File: src/rtl/pipe_rr_arbiter_if.sv
// Handshake bundle between N producers, the shared output stage and its consumer.
// PIPE_ARB_SRCID_EN adds the osrc source-index signal.
interface pipe_rr_arbiter_if #(
  parameter int N = 4,
  parameter int W = 8
);
  localparam int IW = $clog2(N);

  logic [N-1:0]   req_valid;
  logic [N*W-1:0] req_data;
  logic [N-1:0]   req_rdy;
  logic           rdy;
  logic           ovalid;
  logic [W-1:0]   dout;
  logic [N-1:0]   grant;
  logic           busy;
`ifdef PIPE_ARB_SRCID_EN
  logic [IW-1:0]  osrc;

  modport master (
    output req_valid, req_data, rdy,
    input  req_rdy, ovalid, dout, grant, busy, osrc
  );
  modport slave (
    input  req_valid, req_data, rdy,
    output req_rdy, ovalid, dout, grant, busy, osrc
  );
`else
  modport master (
    output req_valid, req_data, rdy,
    input  req_rdy, ovalid, dout, grant, busy
  );
  modport slave (
    input  req_valid, req_data, rdy,
    output req_rdy, ovalid, dout, grant, busy
  );
`endif
endinterface

File: src/rtl/pipe_rr_arbiter.sv
// Round-robin arbiter that owns a registered output stage, with bounded per-owner bursts.
// Optional PIPE_ARB_SRCID_EN registers the source index of the held beat on osrc.
module pipe_rr_arbiter #(
  parameter int N         = 4,
  parameter int W         = 8,
  parameter int MAX_BURST = 4
) (
  input  logic             clk,
  input  logic             rst,
  pipe_rr_arbiter_if.slave bus
);
  localparam int         IW         = $clog2(N);
  localparam logic [3:0] BURST_LAST = 4'(MAX_BURST);

  typedef enum logic {IDLE = 1'b0, OWN = 1'b1} state_t;

  state_t        st_reg, st_next;
  logic [IW-1:0] owner_reg, owner_next;
  logic [IW-1:0] ptr_reg, ptr_next;
  logic [3:0]    cnt_reg, cnt_next;
  logic          ovalid_reg, ovalid_next;
  logic [W-1:0]  dout_reg, dout_next;
`ifdef PIPE_ARB_SRCID_EN
  logic [IW-1:0] osrc_reg, osrc_next;
`endif

  logic [W-1:0]  data_arr [N];
  logic [IW-1:0] rot_idx [N];
  logic          load_en;
  logic          found;
  logic [IW-1:0] sel;
  logic [IW-1:0] ptr_inc;
  logic [3:0]    cnt_inc;
  logic [N-1:0]  req_rdy_c;

  // Unpack data lanes, precompute the scan order starting at ptr, and decode grant.
  generate
    for (genvar gi = 0; gi < N; gi++) begin : g_lane
      logic [IW:0] rot_sum;
      assign data_arr[gi]  = bus.req_data[gi*W +: W];
      assign rot_sum       = {1'b0, ptr_reg} + (IW+1)'(gi);
      assign rot_idx[gi]   = (rot_sum >= (IW+1)'(N)) ? IW'(rot_sum - (IW+1)'(N))
                                                     : rot_sum[IW-1:0];
      assign bus.grant[gi] = (st_reg == OWN) && (owner_reg == IW'(gi));
    end
  endgenerate

  assign load_en = ~ovalid_reg | bus.rdy;

  // A locked owner that is still valid beats any round-robin candidate.
  always_comb begin
    found = 1'b0;
    sel   = '0;
    for (int k = 0; k < N; k++) begin
      if (!found && bus.req_valid[rot_idx[k]]) begin
        found = 1'b1;
        sel   = rot_idx[k];
      end
    end
    if (st_reg == OWN && bus.req_valid[owner_reg]) begin
      found = 1'b1;
      sel   = owner_reg;
    end
  end

  assign ptr_inc = (sel == IW'(N-1)) ? '0 : sel + IW'(1);
  assign cnt_inc = (st_reg == OWN && sel == owner_reg) ? cnt_reg + 4'd1 : 4'd1;

  always_comb begin
    req_rdy_c   = '0;
    st_next     = st_reg;
    owner_next  = owner_reg;
    ptr_next    = ptr_reg;
    cnt_next    = cnt_reg;
    ovalid_next = ovalid_reg;
    dout_next   = dout_reg;
`ifdef PIPE_ARB_SRCID_EN
    osrc_next   = osrc_reg;
`endif
    if (load_en) begin
      if (found) begin
        req_rdy_c[sel] = ~rst;
        dout_next      = data_arr[sel];
        ovalid_next    = 1'b1;
        ptr_next       = ptr_inc;
        owner_next     = sel;
        cnt_next       = cnt_inc;
        st_next        = (cnt_inc == BURST_LAST) ? IDLE : OWN;
`ifdef PIPE_ARB_SRCID_EN
        osrc_next      = sel;
`endif
      end else begin
        // ptr is left alone so a yielding owner stays lowest priority.
        ovalid_next = 1'b0;
        st_next     = IDLE;
      end
    end
  end

  always_ff @(posedge clk) begin
    if (rst) begin
      st_reg     <= IDLE;
      owner_reg  <= '0;
      ptr_reg    <= '0;
      cnt_reg    <= '0;
      ovalid_reg <= 1'b0;
      dout_reg   <= '0;
`ifdef PIPE_ARB_SRCID_EN
      osrc_reg   <= '0;
`endif
    end else begin
      st_reg     <= st_next;
      owner_reg  <= owner_next;
      ptr_reg    <= ptr_next;
      cnt_reg    <= cnt_next;
      ovalid_reg <= ovalid_next;
      dout_reg   <= dout_next;
`ifdef PIPE_ARB_SRCID_EN
      osrc_reg   <= osrc_next;
`endif
    end
  end

  assign bus.req_rdy = req_rdy_c;
  assign bus.ovalid  = ovalid_reg;
  assign bus.dout    = dout_reg;
  assign bus.busy    = (st_reg == OWN);
`ifdef PIPE_ARB_SRCID_EN
  assign bus.osrc    = osrc_reg;
`endif

endmodule

File: src/flat_wrapper.sv
// flat-port wrapper written by rule: the top's interface ports become plain ports
module pipe_rr_arbiter_flat 
#(
  parameter int N         = 4,
  parameter int W         = 8,
  parameter int MAX_BURST = 4
)
  (clk, rst, bus_req_valid, bus_req_data, bus_rdy, bus_req_rdy, bus_ovalid, bus_dout, bus_grant, bus_busy);
  pipe_rr_arbiter_if #(.N(N), .W(W)) bus_i ();
  input  logic clk;
  input  logic rst;
  input wire logic [$bits(bus_i.req_valid)-1:0] bus_req_valid;
  input wire logic [$bits(bus_i.req_data)-1:0] bus_req_data;
  input wire logic [$bits(bus_i.rdy)-1:0] bus_rdy;
  output wire logic [$bits(bus_i.req_rdy)-1:0] bus_req_rdy;
  output wire logic [$bits(bus_i.ovalid)-1:0] bus_ovalid;
  output wire logic [$bits(bus_i.dout)-1:0] bus_dout;
  output wire logic [$bits(bus_i.grant)-1:0] bus_grant;
  output wire logic [$bits(bus_i.busy)-1:0] bus_busy;
  assign bus_i.req_valid = bus_req_valid;
  assign bus_i.req_data = bus_req_data;
  assign bus_i.rdy = bus_rdy;
  assign bus_req_rdy = bus_i.req_rdy;
  assign bus_ovalid = bus_i.ovalid;
  assign bus_dout = bus_i.dout;
  assign bus_grant = bus_i.grant;
  assign bus_busy = bus_i.busy;
  pipe_rr_arbiter #(.N(N), .W(W), .MAX_BURST(MAX_BURST)) u_core (.clk(clk), .rst(rst), .bus(bus_i));
endmodule
File: config.mk
export PLATFORM = sky130hd
export DESIGN_NAME = pipe_rr_arbiter_flat
export DESIGN_NICKNAME = d
export VERILOG_FILES = /design/src/rtl/pipe_rr_arbiter_if.sv /design/src/rtl/pipe_rr_arbiter.sv /design/src/flat_wrapper.sv
export SDC_FILE = /design/constraint.sdc
export NUM_CORES = 1
export LEC_CHECK = 0
export ABC_CLOCK_PERIOD_IN_PS = 2300
export BUFFER_PORTS_ARGS = -buffer_cell sky130_fd_sc_hd__clkbuf_2
export CELL_PAD_IN_SITES_DETAIL_PLACEMENT = 1
export CELL_PAD_IN_SITES_GLOBAL_PLACEMENT = 1
export CORE_MARGIN = 2
export CORE_UTILIZATION = 24
export CTS_CLUSTER_DIAMETER = 80
export CTS_CLUSTER_SIZE = 30
export DETAILED_ROUTE_END_ITERATION = 6
export HOLD_SLACK_MARGIN = 0.06
export PLACE_DENSITY = 0.69
export SLEW_MARGIN = 15
export SYNTH_ARGS = -nofsm -noshare
export SYNTH_HDL_FRONTEND = slang
export SYNTH_SLANG_ARGS = --single-unit
File: constraint.sdc
create_clock -name clk -period 2.3 [get_ports clk]
set_input_delay 0.345 -clock clk [delete_from_list [all_inputs] [get_ports clk]]
set_output_delay 0.345 -clock clk [all_outputs]
set_load 0.02 [all_outputs]
* After elaboration in Yosys (flattened, before gate mapping) *
Cells that the tools add are included.

word-level totals
  register bits = 18
  latch bits = 0
  memory bits (writable) = 0
  ROM bits = 0
  input port bits = 39
  output and inout port bits = 18
  logic and storage cells = 89
  memories = 0

operators by class
  $add $sub $neg = 9
  multiply operators = 0
  divide/modulo/power cells = 0
  magnitude comparators = 12
  equality and inequality tests = 6
  shift operators = 0
  mux-type cells = 36
  bitwise logic cells = 5
  reduce and logical (&&, ||, !) cells = 15

operators with widths
  kind                                                 number
  two-way mux 2 bit                                    10
  < comparator 2 x 3 -> 1 bit, second input constant   6
  binary-select mux 8 bit (select 2 bit)               1
  two-way mux 8 bit                                    2
  two-way mux 1 bit                                    14
  >= comparator 3 bit, second input constant           4
  two-way mux 4 bit                                    3
  binary-select mux 1 bit (select 2 bit)               5
  logical AND 1 bit                                    10
  subtractor 2 x 1 -> 2 bit, second input constant     4
  adder 2 x 2 -> 3 bit, second input constant          2
  == test 2 bit, second input constant                 3
  adder 4 x 1 -> 4 bit, second input constant          1
  bitwise AND 4 bit                                    1
  == test 4 x 3 -> 1 bit, second input constant        1
  adder 2 x 1 -> 3 bit, second input constant          1
  >= comparator 2 x 3 -> 1 bit, second input constant  1
  logical NOT 1 bit                                    3
  inverter 2 -> 3 bit                                  1
  adder 2 x 1 -> 2 bit, second input constant          1
  demux 1 bit (select 2 bit)                           1
  == test 2 x 1 -> 1 bit, second input constant        1
  == test 2 bit                                        1
  >= comparator 2 x 1 -> 1 bit, second input constant  1
  other kinds (4)                                      5

* Logic depth before layout (Yosys ltp) *
  depth after elaboration = 22
  depth in mapped cells = 10
  depth with buffers taken out = 8

* Worst setup path after synthesis *
No wires, ideal clock.

  path kind = reg-to-output
  from = register u_core.st_reg, in the netlist u_core.bus.busy
  to = output port bus_req_rdy[1]
  arrival time = 1.848 ns
  slack = 0.107 ns
  cell stages (with the launch flop) = 10
  buffers on the path = 2
  cell sequence = dfxtp_1 -> clkbuf_1 -> nand2_1 -> o22ai_1 -> a21oi_1 -> a21oi_1 -> buf_2 -> inv_2 -> ha_1 -> and2_1

on the way
  word-level cells in the longest chain between the ends = 9

RTL lines
  what                                                                                                      line                    RTL
  start, declared                                                                                           pipe_rr_arbiter.sv:17   state_t st_reg, st_next;
  start signal, assigned                                                                                    pipe_rr_arbiter.sv:112  st_reg <= st_next;
  logical AND 1 bit (*)                                                                                     pipe_rr_arbiter.sv:60   if (st_reg == OWN && bus.req_valid[owner_reg]) begin
  two-way mux 2 bit (*)                                                                                     pipe_rr_arbiter.sv:60
  via u_core.sel[0]                                                                                         pipe_rr_arbiter.sv:31   logic [IW-1:0] sel;
  < comparator 2 x 3 -> 1 bit (implied by the code) / >= comparator 2 x 1 -> 1 bit (equally long branches)  pipe_rr_arbiter.sv:82   req_rdy_c[sel] = ~rst;
  logical AND 1 bit (implied by the code)                                                                   pipe_rr_arbiter.sv:82
  two-way mux 1 bit (implied by the code)                                                                   pipe_rr_arbiter.sv:82
  demux 1 bit (select 2 bit) (*)                                                                            n/a
  bitwise AND 4 bit (no line) (*)                                                                           n/a
  two-way mux 4 bit (*)                                                                                     pipe_rr_arbiter.sv:81   if (found) begin
  two-way mux 4 bit (*)                                                                                     pipe_rr_arbiter.sv:80   if (load_en) begin
  end, declared                                                                                             flat_wrapper.sv:15      output wire logic [$bits(bus_i.req_rdy)-1:0] bus_req_rdy;

The timed path passes the listed nets; every way through them passes the cells marked *.

* Worst setup path after layout *
  from = register u_core.ptr_reg[0]
  to = output port bus_req_rdy[1]

on the way
  word-level cells in the longest chain between the ends = 22

RTL lines
  what                                                                                                      line                    RTL
  start, declared                                                                                           pipe_rr_arbiter.sv:19   logic [IW-1:0] ptr_reg, ptr_next;
  start signal, assigned                                                                                    pipe_rr_arbiter.sv:114  ptr_reg <= ptr_next;
  parallel branches: the longest is 13 deep, another holds adder 2 x 1 -> 3 bit                             n/a
  two-way mux 2 bit (*)                                                                                     pipe_rr_arbiter.sv:55   if (!found && bus.req_valid[rot_idx[k]]) begin
  two-way mux 2 bit (*)                                                                                     pipe_rr_arbiter.sv:60
  via u_core.sel[0]                                                                                         pipe_rr_arbiter.sv:31
  < comparator 2 x 3 -> 1 bit (implied by the code) / >= comparator 2 x 1 -> 1 bit (equally long branches)  pipe_rr_arbiter.sv:82
  logical AND 1 bit (implied by the code)                                                                   pipe_rr_arbiter.sv:82
  two-way mux 1 bit (implied by the code)                                                                   pipe_rr_arbiter.sv:82
  demux 1 bit (select 2 bit) (*)                                                                            n/a
  bitwise AND 4 bit (no line) (*)                                                                           n/a
  two-way mux 4 bit (*)                                                                                     pipe_rr_arbiter.sv:81
  two-way mux 4 bit (*)                                                                                     pipe_rr_arbiter.sv:80

Mark *: on every way through the listed nets, which the timed path passes. The select of a mux whose other input is x is not followed.

==> metrics.csv <==
metric,value,unit
gp weighted congestion,0.7693,
final worst setup slack,0.06692,ns
antenna diode count,0,
initial antenna violation count,0,
Mapped Cells,140,
Clock power frac,19.8,%
Slew Limit Fails,0,
crit share post-route,97.09,%
#FFs+latches synth,18,
Initial Util,25.40,%
worst-margin pin slew,0.8123,ns
CTS Buf Count,3,
port bufs,56,
"commonest non-fill, non-tap cell in the layout",clkbuf_2,
DRT iter0 DRCs,9,
H-tree depth,1,
"Seq/Total Area, Yosys",29.45,%
pwr dens,642.0,nW/um^2
DRT Pass-1 Iters,4,
Max Clk Rate,0.4478,GHz
Total Routing Usage GR,13.16,%
Yosys cell types,40,
syn nets,184,
row cnt,25,
DR WL/cell,13.10,um
Post-Route WL,3523,um
Nets,248,
Hold WC Path Type,primary input to register,
clock-pin slew on the worst setup and hold paths,0.07,ns
I/O pins,57,
WS Path Type,register to output pin,
Sink Count,18,
# DRC,0,
Post-synth ARST share,0,%
Net Sw Frac,37.14,%
status,finished clean,
P_sw,0.4183,mW
cell internal pwr,0.7079,mW
die height,75.41,um
crit end category,output pin,
TritonCTS clock tree,yes,
Worst IR Drop VDD,236.9,uV
Comb pwr share,44.9,%
worst-skew pair later-pin latency,0.25,ns
fraction of layout cells with a size suffix above 1,43.07,%
Slew HR,45.84,%
root buf cell,clkbuf_8,
final setup fails,0,
"commonest cells after routing, fill and taps aside","clkbuf_2 (53), mux2i_1 (16), dfxtp_1 (14), nand2_1 (13), buf_4 (11)",
Final Hold Violating Endpoints,0,
fin crit period,2.233,ns
first-pass GRT wire length,5878,um
vias in the first global route,1332,
Main synth FF type,dfxtp_1,
number of enable flip-flop cells after synthesis,0,
Leak Pwr,0.8366,nW
Worst Path Required,1.96,ns
Synth Cell Area,1224,um^2
DRT antenna net count,0,
die footprint,5686,um^2
routed vias,1271,
overall die width,75.41,um
Layout area overhead,43.35,%
clock buffer depth,2,
worst path arrival time,1.89,ns
Clock Skews,0.001425,ns
total core area,4817,um^2
Detail Placement HPWL,2749,um
CP startpoint kind,register,
syn_area_per_cell,8.741,um^2
Flop pwr share,35.3,%
max-cap violation count,0,
max FFs per register,8,
pre-CTS setup slack,0.02037,ns
YS warnings,0,
crit-path max FO,5,
largest net degree at the start of global routing,19,
Tot Pwr,1.126,mW
vias per inst,4.725,
grt total ovfl,0,
repair_timing:
action                                  in CTS  in global routing
pin swaps                                    3                  1
buffers inserted                             0                  3
hold buffers                                 0                  0
endpoints found under the setup margin       4                  4
gates resized for setup                     14                  4
metrics by stage:
step                      setup TNS (ns)  hold WS, ns  utilization (%)  instance area, um^2  std cells
after floorplan                        0       0.4444                -                 1224        140
after global placement                 0       0.4540            33.58                 1618        263
after detailed placement               0       0.4630            33.58                 1618        263
after CTS                              0       0.4004            35.90                 1729        266
after global routing            -0.02094       0.4327            36.42                 1754        269
final                                  0       0.4028            36.42                 1754        269
critical path, cell delays in order (launching register included):
cell and delay (ns):
dfxtp_2 0.35, nor2b_1 0.07, or4b_4 0.51, a21oi_4 0.16, a21oi_4 0.06, inv_2 0.07
ha_1 0.14, and2_1 0.11, clkbuf_4 0.16
cell families after synthesis:
logic type / count (synthesis) / synth area share (%)
muxes: 19 / 15.64
adders and majority gates: 5 / 5.112
and+or+nand+nor: 50 / 23.41
buffers and inverters: 13 / 4.294
AOI/OAI and AO/OA: 33 / 20.66
xor gates and xnor gates: 2 / 1.432
DFF: 18 / 29.45
cell type report:
cell class                      count  area, um^2
Fill cell                         608        3063
Clock buffer                        3       41.29
Timing Repair Buffer               67       365.4
Multi-Input combinational cell    109       877.1
Tap cell                           67       83.83
Sequential cell                    18       367.9
Inverter                            5       18.77
worst paths after layout:
check	from	endpoint	cells past startpoint	slack, ns
hold reg to reg	u_core.cnt_reg[3]	u_core.cnt_reg[3]	2	0.47
hold / removal	bus_req_data[11]	u_core.bus.dout[3]	3	0.40
setup reg to reg	u_core.ptr_reg[0]	u_core.cnt_reg[3]	7	0.35
setup / recovery	u_core.ptr_reg[0]	bus_req_rdy[1]	8	0.07
cells in the mapped netlist (all sizes together) (2+ instances only):
cell / number / area share, %
o221ai: 8 / 5.7
nand2: 13 / 4.0
clkbuf: 5 / 1.5
nand4: 2 / 1.0
nor2b: 5 / 2.6
ha: 5 / 5.1
inv: 4 / 1.2
nor2: 9 / 2.8
dfxtp: 18 / 29
nand3b: 8 / 4.9
buf: 3 / 1.2
a211oi: 3 / 1.8
and2: 4 / 2.0
a21oi: 11 / 4.5
mux2i: 18 / 15
routing by layer:
metal / vias up / wire, um / GRT usage (%)
li1: 642 / - / -
met1: 583 / 1554 / 16.67
met2: 44 / 1665 / 22.13
met3: 2 / 281 / 3.175
met4: 0 / 21 / 4.094
met5: - / 0 / 0
power groups by stage:
stage          Clock [mW]  Sequential [mW]  Combinational, mW
3_3_place_gp            0            0.397              0.460
6_report            0.223            0.398              0.505
4_1_cts             0.226            0.398              0.499
3_5_place_dp            0            0.400              0.468
5_1_grt             0.244            0.405              0.553
2_1_floorplan           0            0.426              0.284
Note: power is estimated with default switching activity, not from simulation.
